## src/rtl/div_pkg.sv

```systemverilog
// Shared constants for the sequential restoring divider: FSM state encoding
// and the default operand width.
package div_pkg;

  localparam int DEFAULT_WIDTH = 8;

  typedef enum logic [1:0] {
    IDLE = 2'd0,
    RUN  = 2'd1,
    DONE = 2'd2
  } div_state_e;

endpackage : div_pkg

```

## src/rtl/ripple_sub.sv

```systemverilog
// N-bit ripple-borrow subtractor a - b, built as a + ~b + 1 on a chain of
// full-adder cells; no_borrow is the final carry-out (1 when a >= b).
module full_adder (
  input  logic a,
  input  logic b,
  input  logic cin,
  output logic sum,
  output logic cout
);
  assign sum  = a ^ b ^ cin;
  assign cout = (a & b) | (a & cin) | (b & cin);
endmodule : full_adder

module ripple_sub #(
  parameter int N = 9
) (
  input  logic [N-1:0] a,
  input  logic [N-1:0] b,
  output logic [N-1:0] diff,
  output logic         no_borrow
);
  logic [N:0] carry;

  assign carry[0] = 1'b1;

  for (genvar i = 0; i < N; i++) begin : g_fa
    full_adder u_fa (
      .a   (a[i]),
      .b   (~b[i]),
      .cin (carry[i]),
      .sum (diff[i]),
      .cout(carry[i+1])
    );
  end

  assign no_borrow = carry[N];
endmodule : ripple_sub

```

## src/rtl/seq_divider.sv

```systemverilog
// Sequential unsigned restoring divider: one quotient bit per clock, start/ready
// request handshake and valid/ack result handshake.
//
// Handshakes: a request is accepted on a rising edge where start=1 and ready=1;
// a result is consumed on a rising edge where valid=1 and ack=1. Outputs are
// stable for as long as valid=1 and ack=0.
module seq_divider
  import div_pkg::*;
#(
  parameter int WIDTH = DEFAULT_WIDTH
) (
  input  logic             clk,
  input  logic             rst,
  input  logic             start,
  input  logic [WIDTH-1:0] dividend,
  input  logic [WIDTH-1:0] divisor,
  output logic             ready,
  output logic             valid,
  input  logic             ack,
  output logic [WIDTH-1:0] quotient,
  output logic [WIDTH-1:0] remainder,
  output logic             div_by_zero,
  output logic [1:0]       dbg_state
);

  localparam int CW = $clog2(WIDTH + 1);

  div_state_e       state_q, state_d;
  logic [CW-1:0]    cnt_q, cnt_d;
  logic [WIDTH-1:0] quo_q, quo_d;
  logic [WIDTH:0]   rem_q, rem_d;
  logic [WIDTH-1:0] div_q, div_d;
  logic             dz_q, dz_d;

  logic [WIDTH:0]   rem_shift;
  logic [WIDTH:0]   trial;
  logic             no_borrow;
  logic             unused_rem_msb;

  // Shift {rem, quo} left by one: the quotient MSB moves into the remainder.
  assign rem_shift      = {rem_q[WIDTH-1:0], quo_q[WIDTH-1]};
  assign unused_rem_msb = rem_q[WIDTH];

  ripple_sub #(
    .N(WIDTH + 1)
  ) u_sub (
    .a        (rem_shift),
    .b        ({1'b0, div_q}),
    .diff     (trial),
    .no_borrow(no_borrow)
  );

  always_comb begin
    state_d = state_q;
    cnt_d   = cnt_q;
    quo_d   = quo_q;
    rem_d   = rem_q;
    div_d   = div_q;
    dz_d    = dz_q;
    case (state_q)
      IDLE: begin
        if (start) begin
          div_d = divisor;
          if (divisor == '0) begin
            quo_d   = '1;
            rem_d   = {1'b0, dividend};
            dz_d    = 1'b1;
            cnt_d   = '0;
            state_d = DONE;
          end else begin
            quo_d   = dividend;
            rem_d   = '0;
            dz_d    = 1'b0;
            cnt_d   = CW'(WIDTH);
            state_d = RUN;
          end
        end
      end
      RUN: begin
        quo_d = {quo_q[WIDTH-2:0], no_borrow};
        rem_d = no_borrow ? trial : rem_shift;
        cnt_d = cnt_q - CW'(1);
        if (cnt_q == CW'(1)) begin
          state_d = DONE;
        end
      end
      DONE: begin
        if (ack) begin
          dz_d    = 1'b0;
          state_d = IDLE;
        end
      end
      default: state_d = IDLE;
    endcase
  end

  always_ff @(posedge clk) begin
    if (rst) begin
      state_q <= IDLE;
      cnt_q   <= '0;
      quo_q   <= '0;
      rem_q   <= '0;
      div_q   <= '0;
      dz_q    <= 1'b0;
    end else begin
      state_q <= state_d;
      cnt_q   <= cnt_d;
      quo_q   <= quo_d;
      rem_q   <= rem_d;
      div_q   <= div_d;
      dz_q    <= dz_d;
    end
  end

  assign ready       = (state_q == IDLE);
  assign valid       = (state_q == DONE);
  assign quotient    = quo_q;
  assign remainder   = rem_q[WIDTH-1:0];
  assign div_by_zero = dz_q;
  assign dbg_state   = state_q;

endmodule : seq_divider

```

## config.mk

```make
export PLATFORM = sky130hd
export DESIGN_NAME = seq_divider
export DESIGN_NICKNAME = d
export VERILOG_FILES = /design/src/rtl/div_pkg.sv /design/src/rtl/ripple_sub.sv /design/src/rtl/seq_divider.sv
export SDC_FILE = /design/constraint.sdc
export NUM_CORES = 1
export LEC_CHECK = 0
export ABC_AREA = 1
export CELL_PAD_IN_SITES_DETAIL_PLACEMENT = 1
export CELL_PAD_IN_SITES_GLOBAL_PLACEMENT = 2
export CORE_MARGIN = 2
export CORE_UTILIZATION = 29
export CTS_BUF_LIST = sky130_fd_sc_hd__clkbuf_4 sky130_fd_sc_hd__clkbuf_8
export DETAILED_ROUTE_END_ITERATION = 16
export PLACE_DENSITY_LB_ADDON = 0.1
export SYNTH_ARGS = -nofsm -noshare
export SYNTH_HDL_FRONTEND = slang
export SYNTH_SLANG_ARGS = --single-unit
```

## constraint.sdc

```tcl
create_clock -name clk -period 4.8 [get_ports clk]
set_input_delay 1.2 -clock clk [delete_from_list [all_inputs] [get_ports clk]]
set_output_delay 1.2 -clock clk [all_outputs]
set_load 0.02 [all_outputs]
```

== Word-level counts from Yosys, hierarchy flattened ==
Index checks and enable logic that the tools add are counted.

* $add $sub $neg: 1
* Equality and inequality tests: 6
* Muxes and demuxes: 19
* Bitwise logic cells: 65
* Reductions and logical operators: 8

{| class="wikitable"
|+ Operators by type and width
! cell !! count
|-
| two-way mux 8 bit || 5
|-
| case mux 8 bit (2 select lines) || 2
|-
| AND 1 bit || 23
|-
| bitwise OR 1 bit || 18
|-
| XOR 1 bit || 15
|-
| NOT 1 bit || 9
|-
| zero test 8 bit || 1
|-
| two-way mux 2 bit || 4
|-
| two-way mux 4 bit || 2
|-
| case mux 4 bit (2 select lines) || 1
|-
| case mux 2 bit (3 select lines) || 1
|-
| AND reduction 3 bit || 2
|-
| == test 4 x 1 -> 1 bit (second input constant) || 1
|-
| != test 2 bit (second input constant) || 2
|-
| AND reduction 2 bit || 2
|-
| nonzero test 2 bit || 2
|-
| subtractor 4 x 1 -> 4 bit (second input constant) || 1
|-
| two-way mux 1 bit || 3
|-
| == test 2 x 1 -> 1 bit (second input constant) || 1
|-
| == test 2 bit (second input constant) || 1
|-
| zero test 2 bit || 1
|-
| != test 2 x 1 -> 1 bit (second input constant) || 1
|-
| case mux 1 bit (2 select lines) || 1
|}

* Register bits after elaboration: 31
* Input port bits: 20
* Output and inout port bits: 21

== Logic depth before layout (Yosys ltp) ==
Gate-level depths: netlist (run 1).

* Depth after elaboration: 30
* Gate-level depth with buffers: 18
* Mapped depth without buffers: 17

== Cells and area by module ==
From an unflattened synthesis (run 1), not the netlist that was laid out.

* Cell total of the unflattened synthesis: 236
* Area total of the unflattened synthesis: 1769.2 um^2

{| class="wikitable"
|+ Modules (own cells, without submodules)
! module !! times used !! cells an instance !! area each (um^2) !! seq. area each (um^2)
|-
| seq_divider || 1 || 217 || 1551.5 || 620.6
|-
| full_adder || 9 || 1 || 20.0 || 0.0
|-
| ripple_sub || 1 || 10 || 37.5 || 0.0
|}

== Worst setup path before layout (run 1) ==
Ideal clock, no wire load.

* Path type: register to register
* Start point: register quo_q[7] (netlist: quotient[7])
* End point: register rem_q[6]
* Setup time: 0.115 ns
* Arrival time: 3.997 ns
* Data required time: 4.685 ns
* Setup slack: 0.688 ns
* Stages on the path, launching flop included: 19
* Clock period less this slack: 4.112 ns
* Path through: dfxtp_1 inv_1 ha_1 fa_1 fa_1 fa_1 fa_1 fa_1 fa_1 inv_1 fa_1 inv_1 nand2_1 buf_2 nand2_1 o211ai_1 nand2_2 nor2_1 nor2_1

* Cells in the longest elaborated chain, start to end: 29

{| class="wikitable"
|+ Ends and longest elaborated chain
! item !! RTL line !! RTL
|-
| start: declaration || seq_divider.sv:30 || <nowiki>logic [WIDTH-1:0] quo_q, quo_d;</nowiki>
|-
| start signal: assignment || seq_divider.sv:108 || <nowiki>quo_q <= quo_d;</nowiki>
|-
| AND 1 bit || ripple_sub.sv:11 || <nowiki>assign cout = (a & b) | (a & cin) | (b & cin);</nowiki>
|-
| bitwise OR 1 bit * (2 in a row) || ripple_sub.sv:11 ||
|-
| AND 1 bit || ripple_sub.sv:11 ||
|-
| bitwise OR 1 bit || ripple_sub.sv:11 ||
|-
| bitwise OR 1 bit * || ripple_sub.sv:11 ||
|-
| AND 1 bit || ripple_sub.sv:11 ||
|-
| bitwise OR 1 bit || ripple_sub.sv:11 ||
|-
| bitwise OR 1 bit * || ripple_sub.sv:11 ||
|-
| [... 9 more ...] || - ||
|-
| AND 1 bit || ripple_sub.sv:11 ||
|-
| bitwise OR 1 bit (2 in a row) || ripple_sub.sv:11 ||
|-
| AND 1 bit || ripple_sub.sv:11 ||
|-
| bitwise OR 1 bit (2 in a row) || ripple_sub.sv:11 ||
|-
| AND 1 bit || ripple_sub.sv:11 ||
|-
| bitwise OR 1 bit (2 in a row) || ripple_sub.sv:11 ||
|-
| two-way mux 8 bit * || seq_divider.sv:81 || <nowiki>rem_d = no_borrow ? trial : rem_shift;</nowiki>
|-
| case mux 8 bit (2 select lines) * || seq_divider.sv:60 || <nowiki>case (state_q)</nowiki>
|-
| end signal: assignment || seq_divider.sv:109 || <nowiki>rem_q <= rem_d;</nowiki>
|-
| end: declaration || seq_divider.sv:31 || <nowiki>logic [WIDTH:0] rem_q, rem_d;</nowiki>
|}

Every way passes the cells marked *; elsewhere a longest branch is shown, timed or not.
A chain may end at the register's enable or synchronous reset.

== Worst setup path after layout (run 1) ==
Same ends and word-level chain as after synthesis.

==> results of run 1 <==
==> power by group through the flow <==
stage,clock [mW],sequential [mW],combinational (mW)
floorplan,0,0.329,0.238
global placement,0,0.327,0.320
detailed placement,0,0.327,0.323
CTS,0.323,0.321,0.325
global route,0.338,0.326,0.364
finish,0.315,0.321,0.318
==> kinds of logic after synthesis <==
logic type | count (synthesis) | synth area share (%)
adders and majority gates | 10 | 9.49
buffers and inverters | 63 | 16.6
AOI/OAI and AO/OA | 56 | 16.0
DFF | 31 | 33.2
and+or+nand+nor | 101 | 24.7
==> critical path: cells and delay by family (launching register included) <==
kind	cells	cell delay, ps
buffers and inverters	3	180
adder cells (fa/ha/maj)	8	2900
flip-flops	1	390
AO/OA/AOI/OAI	1	140
AND/OR/NAND/NOR	5	670
==> state kept, by name, indices dropped and copies added (netlist names) <==
| register | flops |
|---|---|
| rem_q | 8 |
| dbg_state | 2 |
| div_by_zero | 1 |
| cnt_q | 4 |
| div_q | 8 |
| quotient | 8 |
==> cells in the final DEF (no fill, tap or decap) <==
cell type        count
nand2_1             41
clkdlybuf4s50_1     40
inv_1               39
nor2_1              33
dfxtp_1             31
a21oi_1             22
o21ai_0             18
nand3_1              8
o21ai_1              8
nor3_1               8
o211ai_1             7
fa_1                 7
clkbuf_8             5
nand2_2              3
ha_1                 3
inv_2                2
nor2_8               2
nand4_1              2
bufinv_16            2
nand2_4              1
or2_2                1
inv_6                1
and3_1               1
a211oi_1             1
nor3_2               1
clkinvlp_4           1
==> per-layer routing <==
layer	routed length, µm	global-route usage (%)	up-vias
met1	2620	20.7	766
met3	160	3.64	5
met4	53	4.33	0
met5	0	0	-
met2	2110	22.6	24
li1	-	-	865
==> worst max path at each step <==
stage                           start        to  slack, ps  cells past startpoint
after floorplan           quotient[7]  rem_q[6]        690                     18
after global placement    quotient[7]  rem_q[6]        470                     17
after detailed placement  quotient[7]  rem_q[0]        340                     17
after CTS                 quotient[7]  rem_q[5]        330                     17
after global routing      quotient[7]  rem_q[0]         50                     17
final                     quotient[7]  rem_q[6]        390                     17
==> area by class of cell <==
type / instances / area (µm²) / area share [%]
clock inverter: 3 / 67.6 / 2.87
timing repair buffer: 40 / 400 / 17.0
clock buffer: 5 / 68.8 / 2.92
sequential: 31 / 621 / 26.3
tap: 77 / 96.3 / 4.09
multi-input combinational: 167 / 941 / 39.9
inverter: 42 / 163 / 6.90
==> stage by stage <==
| step | utilization (%) | power [mW] | cells | hold slack (ps) | setup WS [ps] |
|---|---|---|---|---|---|
| 2_1_floorplan | - | 0.566 | 261 | 452 | 688 |
| 3_3_place_gp | 35.2 | 0.647 | 357 | 468 | 470 |
| 3_5_place_dp | 35.2 | 0.650 | 357 | 477 | 341 |
| 4_1_cts | 37.3 | 0.969 | 365 | 486 | 325 |
| 5_1_grt | 37.3 | 1.03 | 365 | 514 | 47.0 |
| 6_report | 37.3 | 0.954 | 365 | 485 | 386 |
==> results.md, run 1 <==
* Status: finished, final reports clean
* Leakage at 1.00 nW
* #FFs+latches synth at 31
* Hold Path Class: flip-flop to flip-flop
* Starting Density at 29.6%
* Fill cells at 820
* Cell with the most instances after synthesis: nand2_1
* Clk sinks at 31
* Max FO, Critical Path at 16
* Share of cells above drive strength 1 at 6.60%
* CTS H-tree lvls at 2
* Yosys top cell area share at 33.2%
* Slew HR at 60.7%
* Synthesized cell area at around 1900 µm²
* Die W at 84.3 µm
* Register area share after synthesis at 33.2%
* Avg Inst Size Synth at 7.17 µm²
* Ranking of synthesized cells by area: dfxtp_1 (33%), nand2_1 (8.2%), inv_1 (7.8%)
* Worst path cell trace: inv_1 -> ha_1 -> fa_1 -> fa_1 -> fa_1 -> fa_1 -> fa_1 -> fa_1 -> inv_1 -> fa_1 -> inv_1 -> nand2_1 -> nand2_1 -> o211ai_1 -> nand2_2 -> nor2_1 -> nor2_1
* Clock Path Buffers at 2
* Clock power share at 33.0%
* Max Cap Viol at 0
* Peak Freq at 227 MHz
* Total number of yosys warnings at 0
* Slew Limit Fails at 0
* Clock Latency Late Sink at ~280 ps
* Comb power frac at 33.4%
* Most Frequent Cell on Critical Path: fa_1
* Initial antenna violation count at 0
* Post-CTS setup buffers at 0
* EDFF count, synth at 0
* Top_reg_cell synth: dfxtp_1
* Final TNS setup at 0 ps
* Seq pwr share at 33.6%
* Fin area at 2360 µm²
* Ant diodes at 0
* CTS tree: done
* Crit path kind: flip-flop to flip-flop
* Synth-to-layout area growth at 25.9%
* HPWL after DPL at 3680 µm
* CTS buffer count at 5
* Antenna-violating nets left at 0
* Hold buffer count at cts at 0
* Largest net degree at the start of global routing at 28
* Worst EP arrival at around 4600 ps
* Vias at 1,660
* Largest area contributor in the netlist: dfxtp_1
* DRC viols at 0
* HP Start: cnt_q[1]
* Total die area at a little over 7000 µm²
* Reg2reg setup slack at 390 ps
* Final wirelength at 4940 µm
* R2R Path End: rem_q[6]
* Rows at 29
* Critical Path Source Type: flip-flop
* Nets at between 300 and 400
* Clk_skew at 5.53 ps
* Vias in the first global route at 1,666
* Fin crit share at 92.0%
* CP peak stage delay at roughly 430 ps
* Syn Inst Count at ~260
* Die Ht at 84.3 µm
* Hold EP: cnt_q[1]
* Via-to-Cell Ratio at roughly 4.5
* Slew @ Worst Pin at 588 ps
* Core Box Area at 6310 µm²
* Boundary Pins at 41
* Final hold vios at 0
* Number of DRC markers in iteration 0 at 59
* Overall Global Routing Usage at between 10% and 20%
* Net switching power at between 0.3 and 0.4 mW
* RSZ-0062 raised after global routing: false
* Yosys cell types at 26
* Reg-to-Reg Start: quotient[7]
* Syn_nets at 291
* IO buf count at 40
* R2R cell count at 17
* Sw frac at between 30% and 40%
* WP data required at 4980 ps
* Finish-stage setup viols at 0
* Crit path time final at roughly 4400 ps
* Root Driver: clkbuf_8
* Ys async rst share at 0%
* TritonRoute pass-1 iters at 4
* Worst vdd ir at 161 µV
* Global-route wire length before repair at 8340 µm
* Internal Power at 0.628 mW
* Gr ovfl total at 0
* Worst Hold Depth at 2
* Synth top cells by count: nand2_1 (41), inv_1 (39), nor2_1 (33)
* Per-cell routed wire length at 13.5 µm
* Crit path capture type: flip-flop
* Critical Path Slowest Stage Cell: fa_1
* Power Density at 405 nW/µm²
* Placed Area at 2220 µm²
* Clock transition at path regs at 70 ps
* Gp weighted congestion at ~0.7
* Post-CTS resize count at 0
Note: power is estimated with default switching activity, not from simulation.
==> inputs of run 2 (changes only) <==
--- a/config.mk
+++ b/config.mk
@@ -13,6 +13,7 @@
 export CTS_BUF_LIST = sky130_fd_sc_hd__clkbuf_4 sky130_fd_sc_hd__clkbuf_8
 export DETAILED_ROUTE_END_ITERATION = 16
 export PLACE_DENSITY_LB_ADDON = 0.1
+export SETUP_SLACK_MARGIN = 0.5
 export SYNTH_ARGS = -nofsm -noshare
 export SYNTH_HDL_FRONTEND = slang
 export SYNTH_SLANG_ARGS = --single-unit
==> run 2 against run 1 <==
Global-route usage hardly changed. Critical path depth unchanged. Sequential power is essentially flat. Cell count increased by 0.82%. Utilization rose by 0.63 points. Sequential share of layout area is 0.39 points lower. First-iteration DRC count increased by 6.8%. Largest power group is now combinational cells.
==> results.md, run 2 (same netlist as run 1, synthesis figures left out) <==
* Final wirelength at 5090 µm
* Initial antenna violation count at 0
* CP peak stage delay at 440 ps
* Reg-to-Reg Start: quotient[7]
* Final TNS setup at 0 ps
* Core Box Area at between 6000 and 7000 µm²
* Worst path cell trace: inv_1 -> ha_1 -> fa_1 -> fa_1 -> fa_2 -> fa_2 -> fa_1 -> fa_1 -> inv_1 -> fa_1 -> inv_1 -> nand2_4 -> nand2_1 -> o211ai_1 -> nand2_2 -> nor2_1 -> nor2_1
* Die Ht at approximately 84 µm
* Via-to-Cell Ratio at 4.58
* Root Driver: clkbuf_8
* CTS buffer count at 5
* Max FO, Critical Path at 8
* CTS H-tree lvls at 2
* Rows at 29
* Slew Limit Fails at 0
* Starting Density at 29.6%
* Die W at around 84 µm
* DRC viols at 0
* Gr ovfl total at 0
* Crit path time final at 4030 ps
* Synth-to-layout area growth at 28.1%
* Global-route wire length before repair at 8330 µm
* Reg2reg setup slack at 770 ps
* Overall Global Routing Usage at 14.8%
* R2R Path End: rem_q[6]
* Antenna-violating nets left at 0
* Nets at 320
* HPWL after DPL at roughly 3700 µm
* Finish-stage setup viols at 0
* Vias at 1,686
* Gp weighted congestion at 0.710
* Hold buffer count at cts at 0
* Total power at 0.982 mW
* Clock transition at path regs at 70 ps
* Clock Path Buffers at 2
* Share of cells above drive strength 1 at 8.93%
* Fin crit share at between 80% and 90%
* TritonRoute pass-1 iters at 4
* Commonest cells after routing, fill and taps aside: nand2_1 (40), clkdlybuf4s50_1 (40), inv_1 (39)
* HP Start: cnt_q[1]
* Most Frequent Cell on Critical Path: fa_1
* Largest net degree at the start of global routing at 28
* Per-cell routed wire length at 13.8 µm
* Crit path capture type: flip-flop
* Critical Path Slowest Stage Cell: fa_1
* Leakage at 1.02 nW
* Final Core Density at a little under two fifths
* Worst EP arrival at around 4200 ps
* Power Density at approximately 410 nW/µm²
* Critical Path Source Type: flip-flop
* Worst Hold Depth at 2
* Crit path kind: flip-flop to flip-flop
* Clk_skew at around 5.4 ps
* Total die area at 7110 µm²
* Fin area at 2400 µm²
* Final hold vios at 0
* Boundary Pins at 41
* WP data required at 4980 ps
* Hold EP: cnt_q[1]
* RSZ-0062 raised after global routing: false
* R2R cell count at 17
* Critical Path Start: quotient[7]
* CTS tree: done
* Max Cap Viol at 0
* Vias in the first global route at 1,663
* Placed Area at 2220 µm²
* Hold Path Class: flip-flop to flip-flop
* Clk sinks at 31
* Ant diodes at 0
* IO buf count at 40
* Peak Freq at ~250 MHz
* Clock Latency Late Sink at 290 ps
* Slew @ Worst Pin at roughly 600 ps
* Status: finished, final reports clean
* Worst vdd ir at 161 µV
* Number of DRC markers in iteration 0 at 63
* Slew HR at 60.2%
[run 2: layout make-up]
type / instances / area (µm²)
multi-input cells: 168 / 965
clock buffers: 5 / 68.8
inverters: 42 / 163
well taps: 77 / 96.3
flip-flops and latches: 31 / 622
repair buffers: 42 / 415
fillers: 815 / 3920
clock inverters: 3 / 67.6
[run 2: report_power, final]
group / switching [mW] / leakage, nW / internal [mW]
logic: 0.201 / 0.699 / 0.144
clock network: 0.108 / 0.0644 / 0.207
registers: 0.0306 / 0.256 / 0.290
[run 2: stage by stage]
stage          instances  hold slack, ps  setup slack [ps]
4_1_cts              365             486               568
5_1_grt              368             514               524
3_3_place_gp         357             468               470
2_1_floorplan        261             452               688
6_report             368             486               766
3_5_place_dp         357             477               341
[run 2: worst max-delay path by stage]
stage | slack (ps) | cells after the start | end
after floorplan | 690 | 18 | rem_q[6]
after CTS | 570 | 17 | rem_q[6]
after detailed placement | 340 | 17 | rem_q[0]
after global routing | 520 | 17 | rem_q[5]
final | 770 | 17 | rem_q[6]
after global placement | 470 | 17 | rem_q[6]
[run 2: worst max-delay path: cells and delay by family (launching register included)]
kind                     cells  cell delay [ps]
buffers and inverters        3              250
AND/OR/NAND/NOR              5              390
AO/OA/AOI/OAI                1              110
adder cells (fa/ha/maj)      8             2820
flip-flops                   1              360
[run 2: layer usage]
metal | GRT usage, % | up-vias | routed length [µm]
li1 | - | 871 | -
met2 | 22.6 | 24 | 2210
met1 | 20.7 | 786 | 2670
met4 | 4.33 | 0 | 53
met3 | 3.64 | 5 | 160
met5 | 0 | - | 0
[run 2: repair_timing]
| item | CTS | global route |
|---|---|---|
| gates cloned | 0 | 1 |
| pin swaps | 0 | 1 |
| setup buffers | 0 | 2 |
| resized for setup | 2 | 4 |
| setup endpoints to repair | 9 | 9 |
